--- src/rtl/sys_defs_pkg.sv ---
//==============================================================================
// Module      : sys_defs (package)
// Description : Shared completion-packet type and functional-unit indices.
// Revision    : 1.0 - initial release
//==============================================================================
`default_nettype none

package sys_defs;

    localparam int ALU_1  = 0;
    localparam int ALU_2  = 1;
    localparam int ALU_3  = 2;
    localparam int MULT_1 = 3;
    localparam int MULT_2 = 4;
    localparam int BRANCH = 5;

    localparam int PR_IDX_W  = 6;
    localparam int ROB_IDX_W = 5;
    localparam int XLEN      = 32;

    typedef struct packed {
        logic [PR_IDX_W-1:0]  pr_idx;
        logic [ROB_IDX_W-1:0] rob_idx;
        logic [XLEN-1:0]      result;
        logic                 branch_taken;
    } FU_COMPLETE_PACKET;

    // Index width that stays legal for a single-entry vector.
    function automatic int ptr_width(input int n);
        return (n > 1) ? $clog2(n) : 1;
    endfunction

endpackage

`default_nettype wire

--- src/rtl/complete_arbiter_picker.sv ---
//==============================================================================
// Module      : rr_multi_picker
// Description : Rotating scan that grants up to NUM_GNT requesters per cycle.
// Revision    : 1.0 - initial release
//==============================================================================
`default_nettype none

module rr_multi_picker
    import sys_defs::*;
#(
    parameter int NUM_REQ = 6,
    parameter int NUM_GNT = 2,
    parameter int PTR_W   = ptr_width(NUM_REQ)
) (
    input  logic [NUM_REQ-1:0]              req_i,
    input  logic [PTR_W-1:0]                start_i,
    output logic [NUM_GNT-1:0][NUM_REQ-1:0] grant_o,
    output logic [PTR_W-1:0]                last_o,
    output logic                            any_o
);

    logic [PTR_W:0]   w_sum;
    logic [PTR_W-1:0] w_idx;
    int               w_cnt;

    // The n-th request found from start_i lands on port n.
    always_comb begin
        grant_o = '0;
        last_o  = start_i;
        any_o   = 1'b0;
        w_cnt   = 0;
        w_sum   = '0;
        w_idx   = '0;
        for (int k = 0; k < NUM_REQ; k++) begin
            w_sum = {1'b0, start_i} + (PTR_W+1)'(k);
            if (w_sum >= (PTR_W+1)'(NUM_REQ)) begin
                w_sum = w_sum - (PTR_W+1)'(NUM_REQ);
            end
            w_idx = w_sum[PTR_W-1:0];
            if (req_i[w_idx] && (w_cnt < NUM_GNT)) begin
                for (int p = 0; p < NUM_GNT; p++) begin
                    if (w_cnt == p) begin
                        grant_o[p][w_idx] = 1'b1;
                    end
                end
                last_o = w_idx;
                any_o  = 1'b1;
                w_cnt  = w_cnt + 1;
            end
        end
    end

endmodule

`default_nettype wire

--- src/rtl/complete_arbiter.sv ---
//==============================================================================
// Module      : complete_arbiter
// Description : Buffers one completion per FU and broadcasts up to NUM_CDB per cycle.
// Revision    : 1.0 - initial release
//==============================================================================
`default_nettype none

module complete_arbiter
    import sys_defs::*;
#(
    parameter int  NUM_FU  = 6,
    parameter int  NUM_CDB = 2,
    localparam int PTR_W   = ptr_width(NUM_FU)
) (
    input  logic              clock,
    input  logic              reset,
    input  logic [NUM_FU-1:0] fu_valid,
    input  FU_COMPLETE_PACKET fu_packet_in [NUM_FU],
    input  logic              squash,
    output logic [NUM_FU-1:0] fu_ready,
    output logic [NUM_CDB-1:0] cdb_valid,
    output FU_COMPLETE_PACKET cdb_packet [NUM_CDB],
    output logic [NUM_FU-1:0] fu_free,
    output logic [PTR_W-1:0]  rr_ptr_out
);

    logic [NUM_FU-1:0]  hold_valid_q;
    logic [NUM_FU-1:0]  hold_valid_d;
    FU_COMPLETE_PACKET  hold_packet_q [NUM_FU];
    FU_COMPLETE_PACKET  hold_packet_d [NUM_FU];
    logic [PTR_W-1:0]   rr_ptr_q;
    logic [PTR_W-1:0]   rr_ptr_d;

    logic [NUM_FU-1:0]               w_req;
    logic [NUM_CDB-1:0][NUM_FU-1:0]  w_grant;
    logic [PTR_W-1:0]                w_last;
    logic                            w_any;

    // Squash hides every slot from the picker, which silences all grants.
    assign w_req = hold_valid_q & {NUM_FU{~squash}};

    rr_multi_picker #(
        .NUM_REQ (NUM_FU),
        .NUM_GNT (NUM_CDB),
        .PTR_W   (PTR_W)
    ) u_picker (
        .req_i   (w_req),
        .start_i (rr_ptr_q),
        .grant_o (w_grant),
        .last_o  (w_last),
        .any_o   (w_any)
    );

    always_comb begin
        fu_free = '0;
        for (int p = 0; p < NUM_CDB; p++) begin
            fu_free      = fu_free | w_grant[p];
            cdb_valid[p] = |w_grant[p];
            cdb_packet[p] = '0;
            for (int i = 0; i < NUM_FU; i++) begin
                if (w_grant[p][i]) begin
                    cdb_packet[p] = hold_packet_q[i];
                end
            end
        end
        // A slot draining this cycle can accept its replacement at the same edge.
        fu_ready   = (~hold_valid_q | fu_free) & {NUM_FU{~squash}};
        rr_ptr_out = rr_ptr_q;
    end

    always_comb begin
        hold_valid_d  = hold_valid_q;
        hold_packet_d = hold_packet_q;
        rr_ptr_d      = rr_ptr_q;
        if (squash) begin
            hold_valid_d = '0;
        end else begin
            for (int i = 0; i < NUM_FU; i++) begin
                if (fu_free[i]) begin
                    hold_valid_d[i] = 1'b0;
                end
                if (fu_valid[i] && fu_ready[i]) begin
                    hold_valid_d[i]  = 1'b1;
                    hold_packet_d[i] = fu_packet_in[i];
                end
            end
            if (w_any) begin
                rr_ptr_d = (w_last == PTR_W'(NUM_FU-1)) ? '0 : w_last + PTR_W'(1);
            end
        end
    end

    always_ff @(posedge clock or posedge reset) begin
        if (reset) begin
            hold_valid_q <= '0;
            rr_ptr_q     <= '0;
            for (int i = 0; i < NUM_FU; i++) begin
                hold_packet_q[i] <= '0;
            end
        end else begin
            hold_valid_q <= hold_valid_d;
            rr_ptr_q     <= rr_ptr_d;
            for (int i = 0; i < NUM_FU; i++) begin
                hold_packet_q[i] <= hold_packet_d[i];
            end
        end
    end

endmodule

`default_nettype wire

--- config.mk ---
export PLATFORM = sky130hd
export DESIGN_NAME = complete_arbiter
export DESIGN_NICKNAME = d
export VERILOG_FILES = /design/src/rtl/sys_defs_pkg.sv /design/src/rtl/complete_arbiter_picker.sv /design/src/rtl/complete_arbiter.sv
export SDC_FILE = /design/constraint.sdc
export NUM_CORES = 1
export LEC_CHECK = 0
export ABC_CLOCK_PERIOD_IN_PS = 13200
export BUFFER_PORTS_ARGS = -buffer_cell sky130_fd_sc_hd__buf_4
export CAP_MARGIN = 30
export CORE_UTILIZATION = 61
export CTS_BUF_LIST = sky130_fd_sc_hd__clkbuf_8
export DETAILED_ROUTE_END_ITERATION = 16
export PLACE_DENSITY = 0.89
export SETUP_SLACK_MARGIN = 0.02
export SLEW_MARGIN = 20
export SYNTH_ARGS = -nofsm -noshare
export SYNTH_HDL_FRONTEND = slang
export SYNTH_SLANG_ARGS = --single-unit
--- constraint.sdc ---
create_clock -name clock -period 13.2 [get_ports clock]
set_clock_uncertainty 0.2 [all_clocks]
set_input_delay 0.66 -clock clock [delete_from_list [all_inputs] [get_ports clock]]
set_output_delay 0.66 -clock clock [all_outputs]
set_load 0.005 [all_outputs]
---- After elaboration in Yosys (flattened, before gate mapping) ----
Cells that the tools add are included.
word-level totals
  bits in registers ....................... 273
  output and inout bits ................... 105
  word-level logic and storage cells ...... 217
cells by class
  $add $sub $neg .......................... 16
  magnitude comparators ................... 23
  eq/ne operators ......................... 6
  mux-type cells .......................... 89
  bitwise logic cells ..................... 15
  reductions and logical operators ........ 37
operator list
  operator                                                                       number
  44-bit 2-to-1 mux                                                              12
  32-bit logical NOT                                                             5
  32-bit by 2-bit equality test with 1-bit output, second input constant         4
  32-bit by 3-bit less-than comparator with 1-bit output, second input constant  4
  32-bit 2-to-1 mux                                                              4
  32-bit by 2-bit adder with 32-bit output, second input constant                3
  6-bit 2-to-1 mux                                                               12
  6-bit bitwise OR                                                               11
  12-bit 2-to-1 mux                                                              5
  3-bit 2-to-1 mux                                                               13
  1-bit 2-to-1 mux                                                               31
  3-bit by 4-bit less-than comparator with 1-bit output, second input constant   6
  4-bit by 3-bit >= comparator with 1-bit output, second input constant          5
  1-bit binary-select mux with 3-bit select                                      6
  1-bit demux with 3-bit select                                                  6
  3-bit by 1-bit >= comparator with 1-bit output, second input constant          6
  3-bit nonzero test                                                             6
  3-bit subtractor, second input constant                                        6
  1-bit logical AND                                                              17
  2-bit AND reduction                                                            7
  6-bit AND                                                                      2
  6-bit OR reduction                                                             2
  3-bit by 2-bit adder with 4-bit output, second input constant                  2
  3-bit by 3-bit adder with 4-bit output, second input constant                  2
  other kinds (9)                                                                9

---- Logic depth before layout (Yosys ltp) ----
  depth in word-level cells ............... 28
  depth in mapped cells ................... 31
  mapped depth without buffers ............ 25

---- By module ----
A second synthesis with hierarchy kept.
second synthesis, totals
  cell total of the unflattened synthesis .. 1,543
  area total of the unflattened synthesis .. 16,475.8 µm²
by module, submodules not included
  module            times used  cells each  area each (µm²)  sequential area each (µm²)
  complete_arbiter  1           1,297       14,724.1         6,831.6
  rr_multi_picker   1           246         1,751.7          0.0

---- Least setup slack after synthesis ----
Ideal clock, no wire load.
  path kind ............................... flip-flop to output port
  start ................................... register rr_ptr_q[0] (netlist: rr_ptr_out[0])
  end ..................................... output cdb_packet[13] (netlist name)
  arrival ................................. 6,353 ps
  required time ........................... 12,340 ps
  setup slack ............................. 5,987 ps
  cell stages (with the launch flop) ...... 30
  path buffers ............................ 7
  cells stage by stage .................... dfrtp_1 -> buf_4 -> buf_4 -> inv_1 -> clkbuf_1 -> ha_1 -> clkbuf_1 -> nand3_1 -> mux2_2 -> o211ai_1 -> nand3_1 -> ha_1 -> nor2_1 -> nand4_1 -> and4_1 -> clkbuf_1 -> a211oi_1 -> buf_2 -> xnor2_1 -> ha_1 -> inv_1 -> o32ai_1 -> nand4_1 -> a211oi_1 -> o21ai_0 -> a41o_1 -> nor2_1 -> clkbuf_1 -> a221oi_1 -> o22ai_1
RTL lines
  element                 RTL line                 source
  from (decl)             complete_arbiter.sv:31   logic [PTR_W-1:0] rr_ptr_q;
  from (signal assigned)  complete_arbiter.sv:102  rr_ptr_q <= rr_ptr_d;
  to (decl)               complete_arbiter.sv:22   output FU_COMPLETE_PACKET cdb_packet [NUM_CDB],

==> impl_results.md <==
* Register bit total from synthesis at roughly 270
* Post-synth top area share at 0.430
* Core box area at 25,400 um^2
* Die X at 163 um
* Final setup violation count at 0
* Hold path startpoint: fu_packet_in[14]
* Mean Syn Cell Area at 11.0 um^2
* Post-Syn Area at 15,900 um^2
* Rows at 58
* Final TNS setup at 0 ns
* First-pass GRT wire length at roughly 100,000 um
* Design Area, Final at 19,900 um^2
* WHS Endpoint: hold_packet_q[14]$_DFFE_PP0P_
* Largest net degree at the start of global routing at 85
* Most common cell in the netlist: dfrtp_1
* Fmax at 97.0 MHz
* Layout cells sized above 1 at 0.379
* Hold_buf cts at 1
* I/O Pins at between 300 and 400
* Worst-path maximum fanout at 48
* Num CTS Buffers at 47
* Vias per Instance at between 7 and 8
* WHS at 0.0891 ns
* Die outline area at 26,700 um^2
* Clk_lat worst skew at 0.58 ns
* Final Max Tran Viols at 0
* Net Count, Synth at between 1,500 and 2,000
* CTS HTree Levels at 2
* Initial Util at 0.626
* DP Cell Count at 2,044
* Hold Crit Depth at 2
* Crit path kind: flip-flop to output port
* Status: finished, final reports clean
* Clk sinks at 273
* Endpoints failing hold at 0
* Worst slew pin tran at 0.931 ns
* Hold Crit Class: primary input to flip-flop
* CP startpoint kind: flip-flop
* Post-Layout Cell Count at 2,128
* Worst Path Arrival at approximately 9.5 ns
* Drt total wl at 66,600 um
* Diode count at 0
* Max Cap Violations at 0
* Tcrit/Tclk final at 0.781
* Root buf cell: clkbuf_8
* Area leader, netlist: dfrtp_1
* Vias after detailed routing at roughly 16,000
* Internal reg-to-reg setup slack at 3.77 ns
* Iteration-0 DRC Markers at between 2,000 and 3,000
* IO Port Bufs at 377
* Drt pass-1 iters at 8
* EDFF count, synth at 0
* Syn Inst Count at 1,445
* Required time worst endpoint at 12.34 ns
* Vias in the first global route at between 15,000 and 20,000
* Critical path depth in cells at 27
* Crit-path leading delay family: compound AO/OA/AOI/OAI gates
* Setup Fix Bufs, Post-CTS at 0
* Gp weighted congestion at 1.01
* GRT Util Overall at 0.496
* ANT nets after route at 0
* Unrepaired setup endpoints after global routing: no
* Antenna violations before repair at 1
* Synth top area cells: dfrtp_1 43%, mux2_2 11%, a221oi_1 9.8%
* CP max stage delay at 0.74 ns
* Primary FF master, synth: dfrtp_1
* Worst Path Buf+Inv at 7
* CTS tree: built
* Crit end category: output port
* Nets at slightly above 2,000
* Asr flop ratio synth at 1.00
* DRC viols at 0
* Top cells by count, synth: 273 x dfrtp_1, 177 x a221oi_1, 155 x mux2_2
* Synth cell types at 77
* P&R area growth vs syn at 25.4%
* Crit path time final at 10.31 ns
* Worst r2r dst: hold_packet_q[63]$_DFFE_PP0P_
* Max-slew headroom at 0.373
* PostCTS Resize Cnt at 0
* Placed inst area at about 19,000 um^2
* Synthesis Warnings at 0
* DP HPWL at roughly 42,000 um
* Reg-to-Reg Start: rr_ptr_out[0]$_DFFE_PP0P_
* Mean routed wirelength per cell at 31.3 um
* Clk pin slew, worst setup/hold paths at about 0.06 ns
* Clock buffer depth at 3
* Most used cell, CP: buf_4
* Worst r2r path cells at 25
* Sequential share of the synthesized area at 0.430
* Global route overflow at 0
* Die Y at roughly 160 um
* Worst path slowest cell: a211oi_2
[how the worst max path moves through the flow]
stage / slack (ns) / start / end
6_report: 2.89 / rr_ptr_out[0]$_DFFE_PP0P_ / cdb_packet[30]
5_1_grt: 2.54 / rr_ptr_out[0]$_DFFE_PP0P_ / cdb_packet[30]
4_1_cts: 3.17 / rr_ptr_out[0]$_DFFE_PP0P_ / cdb_packet[30]
3_5_place_dp: 3.80 / rr_ptr_out[0]$_DFFE_PP0P_ / cdb_packet[30]
3_3_place_gp: 4.09 / rr_ptr_out[0]$_DFFE_PP0P_ / cdb_packet[24]
2_1_floorplan: 4.82 / reset / hold_packet_q[0]$_DFFE_PP0P_
[registers in the layout (all words and copies together), names as in the netlist]
signal	cells
hold_packet_q	264
hold_valid_q	6
rr_ptr_out	3
[layout by cell type, fill, tap and decap left out, drive strengths merged, types with 4 or more instances in the layout]
master     n
inv       34
o221ai    88
o31a       4
dfrtp    273
nor3       5
nand2     21
a221oi   177
nor4       9
and2      12
mux2i      5
nand4     13
xnor2      6
o22ai     93
a211oi     8
or2        6
clkbuf    66
a311oi     5
nand3     21
nor3b      4
a31oi      8
nand2b     6
o211ai     7
o2111ai    4
ha        14
a311o      4
nor2     125
a21oi     15
o311ai     5
o21ai     18
mux2     266
buf      412
and3      12
and4       5
[per-layer routing]
| metal | part of all wire | vias to the layer above | global-route usage |
|---|---|---|---|
| met5 | 0.00018 | - | 0 |
| met1 | 0.34 | 7844 | 0.616 |
| li1 | - | 6478 | - |
| met2 | 0.43 | 1681 | 0.723 |
| met3 | 0.16 | 467 | 0.207 |
| met4 | 0.068 | 2 | 0.283 |
[cell type report]
type / count / area, um^2
clock buffer: 66 / 908
multi-input combinational: 1010 / 8440
fill: 1565 / 5480
tap: 330 / 413
inverter: 19 / 78.8
timing repair buffer: 413 / 3150
sequential: 273 / 6830
clock inverter: 17 / 98.8
[per-stage QoR]
| stage | utilization | setup slack, ns |
|---|---|---|
| after global placement | 0.742 | 4.09 |
| after floorplan | - | 4.82 |
| final | 0.784 | 2.89 |
| after detailed placement | 0.744 | 3.80 |
| after CTS | 0.784 | 3.17 |
| after global routing | 0.784 | 2.54 |
[kinds of logic after synthesis]
| group | after synthesis | synth area share |
|---|---|---|
| buf+inv | 162 | 0.0484 |
| compound gates | 462 | 0.234 |
| mux | 272 | 0.193 |
| fa+ha+maj | 14 | 0.0110 |
| simple gates | 254 | 0.0787 |
| xor+xnor | 8 | 0.00441 |
| flops | 273 | 0.430 |
Power is left out: the tool's default activity adds up to more than one toggle a clock period on the data nets, which glitch-free logic cannot reach.
